--- config.mk ---
export PLATFORM = sky130hd
export DESIGN_NAME = inc_pipe
export DESIGN_NICKNAME = d
export VERILOG_FILES = /design/src/rtl/inc_pipe_pkg.sv /design/src/rtl/PrefixAnd.sv /design/src/rtl/inc_pipe.sv
export SDC_FILE = /design/constraint.sdc
export NUM_CORES = 1
export LEC_CHECK = 0
export ABC_AREA = 0
export CORE_ASPECT_RATIO = 1.4
export CORE_MARGIN = 2
export CORE_UTILIZATION = 44
export DETAILED_ROUTE_END_ITERATION = 6
export GPL_ROUTABILITY_DRIVEN = 0
export GPL_TIMING_DRIVEN = 1
export PLACE_DENSITY = 0.81
export SYNTH_ARGS = -nofsm -noshare
export SYNTH_HDL_FRONTEND = slang
export SYNTH_SLANG_ARGS = --single-unit
--- constraint.sdc ---
create_clock -name clk_i -period 1.2 [get_ports clk_i]
set_input_delay 0.24 -clock clk_i [delete_from_list [all_inputs] [get_ports clk_i]]
set_output_delay 0.24 -clock clk_i [all_outputs]
set_load 0.05 [all_outputs]
--- src/rtl/inc_pipe_pkg.sv ---
// Shared types for the inc_pipe incrementer/decrementer pipeline.
// Optional macro INC_PIPE_SAT_EN (see inc_pipe.sv) enables saturating results.
package inc_pipe_pkg;

    localparam int unsigned MAX_WIDTH = 64;

    typedef enum logic [1:0] {
        SPEED_SLOW   = 2'd0,
        SPEED_MEDIUM = 2'd1,
        SPEED_FAST   = 2'd2
    } speed_e;

    // Stage payload; z is sized for the widest legal operand, low WIDTH bits used.
    typedef struct packed {
        logic [MAX_WIDTH-1:0] z;
        logic                 co;
    } stage_t;

endpackage

--- src/rtl/PrefixAnd.sv ---
// Prefix-AND network: y_o[i] = &a_i[i:0].
// SPEED selects serial, Brent-Kung or Sklansky structure.
module PrefixAnd
    import inc_pipe_pkg::*;
#(
    parameter int unsigned WIDTH = 9,
    parameter int unsigned SPEED = 1
) (
    input  logic [WIDTH-1:0] a_i,
    output logic [WIDTH-1:0] y_o
);

    localparam int W      = int'(WIDTH);
    localparam int LEVELS = (WIDTH > 1) ? $clog2(WIDTH) : 1;

    always_comb begin
        logic [WIDTH-1:0] t;
        t = a_i;
        if (SPEED == 32'(SPEED_SLOW)) begin
            for (int i = 1; i < W; i++) begin
                t[i] = t[i] & t[i-1];
            end
        end else if (SPEED == 32'(SPEED_FAST)) begin
            // Sklansky: at level k every bit with index bit k set joins its block's top-of-lower-half.
            for (int k = 0; k < LEVELS; k++) begin
                for (int i = 0; i < W; i++) begin
                    if (((i >> k) & 1) == 1) begin
                        t[i] = t[i] & t[((i >> k) << k) - 1];
                    end
                end
            end
        end else begin
            // Brent-Kung up-sweep builds block prefixes, down-sweep fills the gaps.
            for (int k = 0; k < LEVELS; k++) begin
                for (int i = 0; i < W; i++) begin
                    if (((i + 1) % (1 << (k + 1))) == 0) begin
                        t[i] = t[i] & t[i - (1 << k)];
                    end
                end
            end
            for (int k = LEVELS - 1; k >= 0; k--) begin
                for (int i = 0; i < W; i++) begin
                    if ((((i + 1) % (1 << (k + 1))) == (1 << k)) && ((i + 1) > (1 << (k + 1)))) begin
                        t[i] = t[i] & t[i - (1 << k)];
                    end
                end
            end
        end
        y_o = t;
    end

endmodule

--- src/rtl/inc_pipe.sv ---
// Pipelined incrementer/decrementer with valid/ready handshake and flush.
// Define INC_PIPE_SAT_EN to saturate on overflow/underflow instead of wrapping.
module inc_pipe
    import inc_pipe_pkg::*;
#(
    parameter int unsigned WIDTH  = 8,
    parameter int unsigned SPEED  = 1,
    parameter int unsigned STAGES = 2
) (
    input  logic             clk_i,
    input  logic             rst_ni,
    input  logic             flush_i,
    input  logic             in_valid_i,
    output logic             in_ready_o,
    input  logic [WIDTH-1:0] a_i,
    input  logic             ci_i,
    input  logic             dec_i,
    output logic             out_valid_o,
    input  logic             out_ready_i,
    output logic [WIDTH-1:0] z_o,
    output logic             co_o
);

    localparam int unsigned PW   = WIDTH + 1;
    localparam int unsigned LAST = STAGES - 1;

    logic [WIDTH-1:0]  opnd;
    logic [WIDTH-1:0]  sum;
    logic [WIDTH-1:0]  res_z;
    logic              res_co;
    logic [PW-1:0]     pa_in;
    logic [PW-1:0]     pa_out;
    stage_t            res;
    logic [STAGES-1:0] valid_q;
    logic [STAGES-1:0] adv;
    stage_t            pipe_q [STAGES];
    logic              accept;
    logic              unused_hi;

    // Decrement reuses the increment carry path: a - ci == ~(~a + ci).
    assign opnd  = dec_i ? ~a_i : a_i;
    assign pa_in = {opnd, ci_i};

    PrefixAnd #(
        .WIDTH(PW),
        .SPEED(SPEED)
    ) u_prefix (
        .a_i(pa_in),
        .y_o(pa_out)
    );

    always_comb begin
        sum    = opnd ^ pa_out[WIDTH-1:0];
        res_co = pa_out[WIDTH];
        res_z  = dec_i ? ~sum : sum;
`ifdef INC_PIPE_SAT_EN
        if (res_co) begin
            res_z = dec_i ? '0 : '1;
        end
`endif
        res               = '0;
        res.z[WIDTH-1:0]  = res_z;
        res.co            = res_co;
    end

    // A stage may advance when it or any stage downstream of it has a free slot.
    always_comb begin
        logic run;
        run = out_ready_i;
        adv = '0;
        for (int s = int'(LAST); s >= 0; s--) begin
            run    = run | ~valid_q[s];
            adv[s] = run;
        end
    end

    assign in_ready_o = adv[0] & ~flush_i;
    assign accept     = in_valid_i & in_ready_o;

    always_ff @(posedge clk_i or negedge rst_ni) begin
        if (!rst_ni) begin
            valid_q <= '0;
            for (int s = 0; s < int'(STAGES); s++) begin
                pipe_q[s] <= '0;
            end
        end else begin
            if (flush_i) begin
                valid_q <= '0;
            end else begin
                if (adv[0]) begin
                    valid_q[0] <= accept;
                end
                for (int s = 1; s < int'(STAGES); s++) begin
                    if (adv[s]) begin
                        valid_q[s] <= valid_q[s-1];
                    end
                end
            end
            if (accept) begin
                pipe_q[0] <= res;
            end
            for (int s = 1; s < int'(STAGES); s++) begin
                if (adv[s]) begin
                    pipe_q[s] <= pipe_q[s-1];
                end
            end
        end
    end

    assign out_valid_o = valid_q[LAST];
    assign z_o         = pipe_q[LAST].z[WIDTH-1:0];
    assign co_o        = pipe_q[LAST].co;
    assign unused_hi   = ^pipe_q[LAST].z;

endmodule

==> metrics, run 1 <==
die outline area between 2000 and 3000 µm²; synthesized flop and latch total 20; Num CTS Buffers 3; Initial Util 46.74%; final hold vios 0; syn_nets between 100 and 150; fillers 180; Antenna Cells 0; post-synth top area share 44.30%; cells after synthesis 88; largest net degree at the start of global routing 21; RSZ-0062 raised after global routing yes; Worst VDD drop 0.6238 mV; vias in the first global route about 850; DR vias ~770; status finished with violations; # clock sinks 20; share of post-route cells with drive strength above 1 51.20%; fmax ~600 MHz; Vias/cell 4.824; total global-route track usage 17.76%; Pleak about 0.85 nW; Worst Clk Skew roughly 0.013 ns; Rows 21; Slew HR 83.33%; EDFF count, synth 0; CP cell instances buf_6 -> or4b_1 -> mux2i_1 -> and3_1 -> ha_1 -> xor2_1 -> mux2_4; family with the most delay on the worst path simple AND/OR/NAND/NOR gates; post-synth cell types 23; crit share post-route 140.3%; WP data required 1.37 ns; hpwl dp 1.638 mm; CP Capture Type flip-flop; drt initial violations 2; most common cell in the netlist dfrtp_1; TNS Setup -3.347 ns; CTS tree yes; initial antenna violation count 0; Critical Path Start Type primary input; I/O Buffers 25; WP buf/inv 1; synthesized cell area 1130 µm²; syn avg cell area 12.84 µm²; hold_buf cts 0; htree depth 1; HP Class in2async; multi-input combinational cell area 608.1 µm²; I/O pins 26; dominant synthesized flop cell dfrtp_1; Crit. Startpoint a_i[2]; core box area 2417 µm²; nets approximately 150; final setup fails 20; root cell of the clock tree clkbuf_4; Detail Route Antenna Nets 0; clock slew at reported path FFs 0.11 ns; aggregate global routing overflow 0; chip width around 47 µm; Clock Path Buffers 2; Detailed Routing Iterations Pass 1 3; minimum clock period 1.683 ns; CP Class in2reg; Post-synth top cells dfrtp_1 (20), xor2_1 (13), buf_4 (9), mux2_2 (9), mux2_4 (9); reg2reg start valid_q[1]; wire length per cell 14.49 µm; Seq/Total Area, Yosys between 40% and 50%; Critical Path Fanout Max 2; critical path data arrival time 1.86 ns; worst slack, placed -1.128 ns; Worst Setup Slack, final -0.4833 ns; first-pass GRT wire length just under 4 mm; Die H 63.96 µm; cell taking the most area after synthesis dfrtp_1; max cap viols 0; layout overhead on the synthesized area 55.59%; Detailed Route WL 2.304 mm; Reg area 501.7 µm²; fin. max-slew vios 0; synth top area cells dfrtp_1 (44%), mux2_4 (12%), xor2_1 (10%), mux2_2 (9.0%), buf_4 (6.0%); Worst-Skew Late Latency 0.29 ns; CP max stage delay 0.52 ns; Power Dens Cells 1332 nW/µm²; Slowest-stage cell, CP or4b_1; flop2flop setup slack -0.35 ns; worst-margin pin slew ~0.25 ns; Yosys warnings 0; failing checks setup timing; Async SR Flop Fraction between 90% and 100%; # DRC 0
-- worst paths after layout --
kind | depth (start not counted) | endpoint
setup reg to reg | 5 | pipe_q[73]
hold / removal | 2 | z_o[4]
hold reg to reg | 1 | pipe_q[70]
setup / recovery | 7 | pipe_q[73]
min in group clk_i | 4 | pipe_q[70]
max in group asynchronous | 2 | z_o[1]
-- registers in the layout (all words and copies together), names as in the netlist --
register,cells
z_o,8
valid_q,2
co_o,1
pipe_q,9
-- area by class of cell --
class,count,area share [%]
inverter,1,0.2135
clock buffer,4,1.495
sequential,20,28.54
multi-input combinational,55,34.59
timing repair buffer,45,32.74
tap,34,2.420
-- worst register-to-register path, cell delays in order, from the launching register on --
cell	delay (ns)
dfrtp_2	0.42
nor2b_4	0.13
a211o_1	0.31
buf_6	0.15
buf_16	0.12
mux2_4	0.29
-- what timing repair did --
action                                  CTS  global route
setup buffers                             5             0
endpoints found under the setup margin   13            20
cloned                                    2             0
pin swaps                                 9             6
endpoints found under the hold margin     0             0
resized for setup                        37             9
-- where the power goes --
group	internal (W)	switching (W)	total, W
Sequential	0.000816	0.000131	0.000946
Combinational	0.000617	0.000462	0.00108
Clock	0.000129	0.000187	0.000316
-- cells by family (layout without fill, tap and decap cells) --
| logic type | after synthesis | after routing | share of synthesized area [%] |
|---|---|---|---|
| flip-flops | 20 | 20 | 44.30 |
| XOR/XNOR | 13 | 13 | 10.08 |
| buffers and inverters | 13 | 50 | 8.194 |
| AO/OA/AOI/OAI | 5 | 5 | 2.880 |
| adder cells (fa/ha/maj) | 5 | 5 | 5.537 |
| AND/OR/NAND/NOR | 13 | 13 | 7.199 |
| multiplexers | 19 | 19 | 21.82 |
-- per-stage QoR --
stage	hold slack, ns	util (%)	std cells	total power (W)	instance area [µm²]
floorplan	-0.05559	-	88	0.001579	1184
global placement	0.4965	65.79	150	0.001950	1590
detailed placement	0.4939	65.79	150	0.001982	1590
CTS	0.2738	72.36	161	0.002334	1749
global route	0.2732	72.72	159	0.002455	1758
finish	0.2711	72.72	159	0.002341	1758
-- placed cells by master, fill, tap and decap left out, types with 2 or more instances in the layout --
cell             synthesis  routed
nand2_1                  2       2
buf_12                   0      11
buf_8                    0       2
mux2_4                   9      18
buf_6                    1       8
dlygate4sd2_1            0       2
xor2_1                  13      12
buf_4                    9      10
buf_16                   0       2
clkdlybuf4s50_1          0       6
nor2_1                   4       4
dfrtp_1                 20      19
clkbuf_4                 0       3
buf_2                    2       2
ha_1                     5       3
-- per-layer routing --
metal,up-vias,GRT usage (%),routed length [µm]
li1,365,-,-
met1,379,18.98,797
met2,19,33.90,1390
met3,4,1.977,70
met4,0,4.861,46
met5,-,0,0
Note: power is estimated with default switching activity, not from simulation.
==> inputs of run 2 (changes only) <==
--- a/config.mk
+++ b/config.mk
@@ -6,13 +6,16 @@
 export NUM_CORES = 1
 export LEC_CHECK = 0
 export ABC_AREA = 0
+export CAP_MARGIN = 20
 export CORE_ASPECT_RATIO = 1.4
 export CORE_MARGIN = 2
 export CORE_UTILIZATION = 44
+export CTS_BUF_LIST = sky130_fd_sc_hd__clkbuf_4 sky130_fd_sc_hd__clkbuf_8 sky130_fd_sc_hd__clkbuf_16
 export DETAILED_ROUTE_END_ITERATION = 6
 export GPL_ROUTABILITY_DRIVEN = 0
 export GPL_TIMING_DRIVEN = 1
 export PLACE_DENSITY = 0.81
+export SLEW_MARGIN = 20
 export SYNTH_ARGS = -nofsm -noshare
 export SYNTH_HDL_FRONTEND = slang
 export SYNTH_SLANG_ARGS = --single-unit
==> run 2 against run 1 <==
Net effect: the run still ends with setup timing left; highest routed layer unchanged; critical path depth unchanged; sequential power about the same; worst setup slack worse by 0.016 ns; first-iteration DRC count is 100% lower; critical endpoint unchanged; global-route usage shrank 0.11 points.
==> metrics, run 2 (synthesis results as in run 1) <==
status finished with violations; failing checks setup timing; CP Class in2reg; fillers 176 (-2.2%); Worst VDD drop 0.6160 mV (-1.3%); Power Dens Cells 1331 nW/µm² (about the same); worst-margin pin slew 0.2503 ns (+0.0009847 ns); met2 GRT Util 33.90% (unchanged); commonest non-fill, non-tap cells in the layout dfrtp_1 (19), mux2_4 (18), xor2_1 (12); family with the most delay on the worst path simple AND/OR/NAND/NOR gates; wire length per cell 14.69 µm (+1.4%); worst r2r dst pipe_q[73]; clock slew at reported path FFs 0.11 ns (about the same); Worst Clk Skew 0.007435 ns (-0.006037 ns); RSZ-0062 raised after global routing yes; R2R depth 5 (unchanged); WP data required 1.37 ns (about the same); nets 147 (+0.68%); Die H 63.96 µm (unchanged); Slowest-stage cell, CP or4b_1; Worst Setup Slack, final -0.4996 ns (-0.01630 ns); crit share post-route 141.6% (+1.4 points); Detailed Route WL 2.350 mm (+2.0%); layout overhead on the synthesized area 57.36%; flop2flop setup slack -0.33 ns (+0.02 ns); WP buf/inv 1 (unchanged); minimum clock period 1.700 ns (+0.01630 ns); Detail Route Antenna Nets 0 (unchanged); vias in the first global route 853 (unchanged); Slew HR 83.26% (about the same); Num CTS Buffers 3 (unchanged); I/O pins 26 (unchanged); Initial Util 46.74% (unchanged); commonest non-fill, non-tap cell in the layout dfrtp_1; initial antenna violation count 0 (unchanged); CP Depth 7 (unchanged); Critical Path Start Type primary input; core box area 2417 µm² (unchanged); Antenna Cells 0 (unchanged); max cap viols 0 (unchanged); TNS Setup -3.219 ns (+0.1280 ns); CTS tree yes; Most flops, register pipe_q; fmax 588.4 MHz (-0.96%); root cell of the clock tree clkbuf_4; global routing usage on met1 19.16% (+0.18 points); Detailed Routing Iterations Pass 1 1 (-2); Rows 21 (unchanged); Vias/cell 4.769 (-1.1%); htree depth 1 (unchanged); worst slack, placed -1.128 ns (unchanged); final hold vios 0 (unchanged); CP Capture Type flip-flop; fin. max-slew vios 0 (unchanged); first-pass GRT wire length 3.822 mm (-0.55%); Pleak 0.8600 nW (+1.4%); total global-route track usage 17.65% (-0.11 points); CP cell instances buf_6 -> or4b_1 -> mux2i_1 -> and3_1 -> ha_1 -> xor2_1 -> mux2_4; chip width 46.83 µm (unchanged); final setup fails 19 (-5.0%); # clock sinks 20 (unchanged); busiest grt layer met2; CP max stage delay 0.52 ns (about the same); Clock Path Buffers 2 (unchanged); I/O Buffers 25 (unchanged); aggregate global routing overflow 0 (unchanged); hpwl dp 1.638 mm (unchanged); # DRC 0 (unchanged); Largest register FFs 9 (unchanged); critical path data arrival time 1.87 ns (about the same); drt initial violations 0 (-2); global routing usage on met3 1.695% (-0.28 points); share of post-route cells with drive strength above 1 53.17% (+2.0 points); final core occ 73.55% (+0.83 points); HP Class in2async; reg2reg start valid_q[1]; Worst-Skew Late Latency 0.28 ns (about the same); largest net degree at the start of global routing 21 (unchanged); die outline area 2995 µm² (unchanged); DR vias 763 (-0.52%); Critical Path Fanout Max 2 (unchanged)
==> run 2: cell count changes in the layout (fill, tap and decap cells not counted), sizes merged <==
cell  change
buf       +1
==> run 2: worst max-delay path by stage <==
stage / startpoint / endpoint / slack (ns)
finish: a_i[4] / pipe_q[73] / -0.50
global route: a_i[4] / pipe_q[73] / -0.52
CTS: a_i[2] / pipe_q[73] / -0.50
detailed placement: a_i[2] / pipe_q[71] / -1.13
global placement: a_i[4] / pipe_q[73] / -1.03
floorplan: dec_i / pipe_q[73] / -0.59
==> run 2: final cells by class <==
cell class	instances	area, µm²	area share, %
inverter	1	3.754	0.2111
sequential	20	501.7	28.22
multi-input combinational	55	610.6	34.34
tap	34	42.54	2.393
timing repair buffer	46	589.3	33.15
clock buffer	4	30.03	1.689
==> run 2: what timing repair did <==
action                                  CTS  global route
cloned                                    2             0
hold buffers                              0             0
buffers inserted                          5             1
resized for setup                        37            11
pin swaps                                 9            10
endpoints found under the setup margin   13            20
==> run 2: metal layers <==
metal / wire [µm] / share of wire, %
met1: 793 / 34
met2: 1440 / 61
met3: 69 / 2.9
met4: 46 / 2.0
met5: 0 / 0
==> run 2: worst register-to-register path, delay by kind of cell (launching register included) <==
family	cells	cell delay, ns
compound gates	1	0.31
mux	1	0.28
simple gates	1	0.13
buf+inv	2	0.27
flops	1	0.42
==> run 2: per-stage QoR <==
| step | cells | area, µm² | power, W | hold WS, ns |
|---|---|---|---|---|
| 2_1_floorplan | 88 | 1184 | 0.001579 | -0.05559 |
| 6_report | 160 | 1778 | 0.002366 | 0.2871 |
| 3_3_place_gp | 150 | 1590 | 0.001950 | 0.4965 |
| 3_5_place_dp | 150 | 1590 | 0.001982 | 0.4939 |
| 4_1_cts | 161 | 1753 | 0.002355 | 0.2751 |
| 5_1_grt | 160 | 1778 | 0.002473 | 0.3035 |
==> run 2: power by group <==
group | total (W) | internal (W) | switching (W) | leakage [nW]
Sequential | 0.000949 | 0.000816 | 0.000133 | 0.241
Clock | 0.000331 | 0.000151 | 0.000180 | 0.0184
Combinational | 0.00109 | 0.000621 | 0.000465 | 0.601
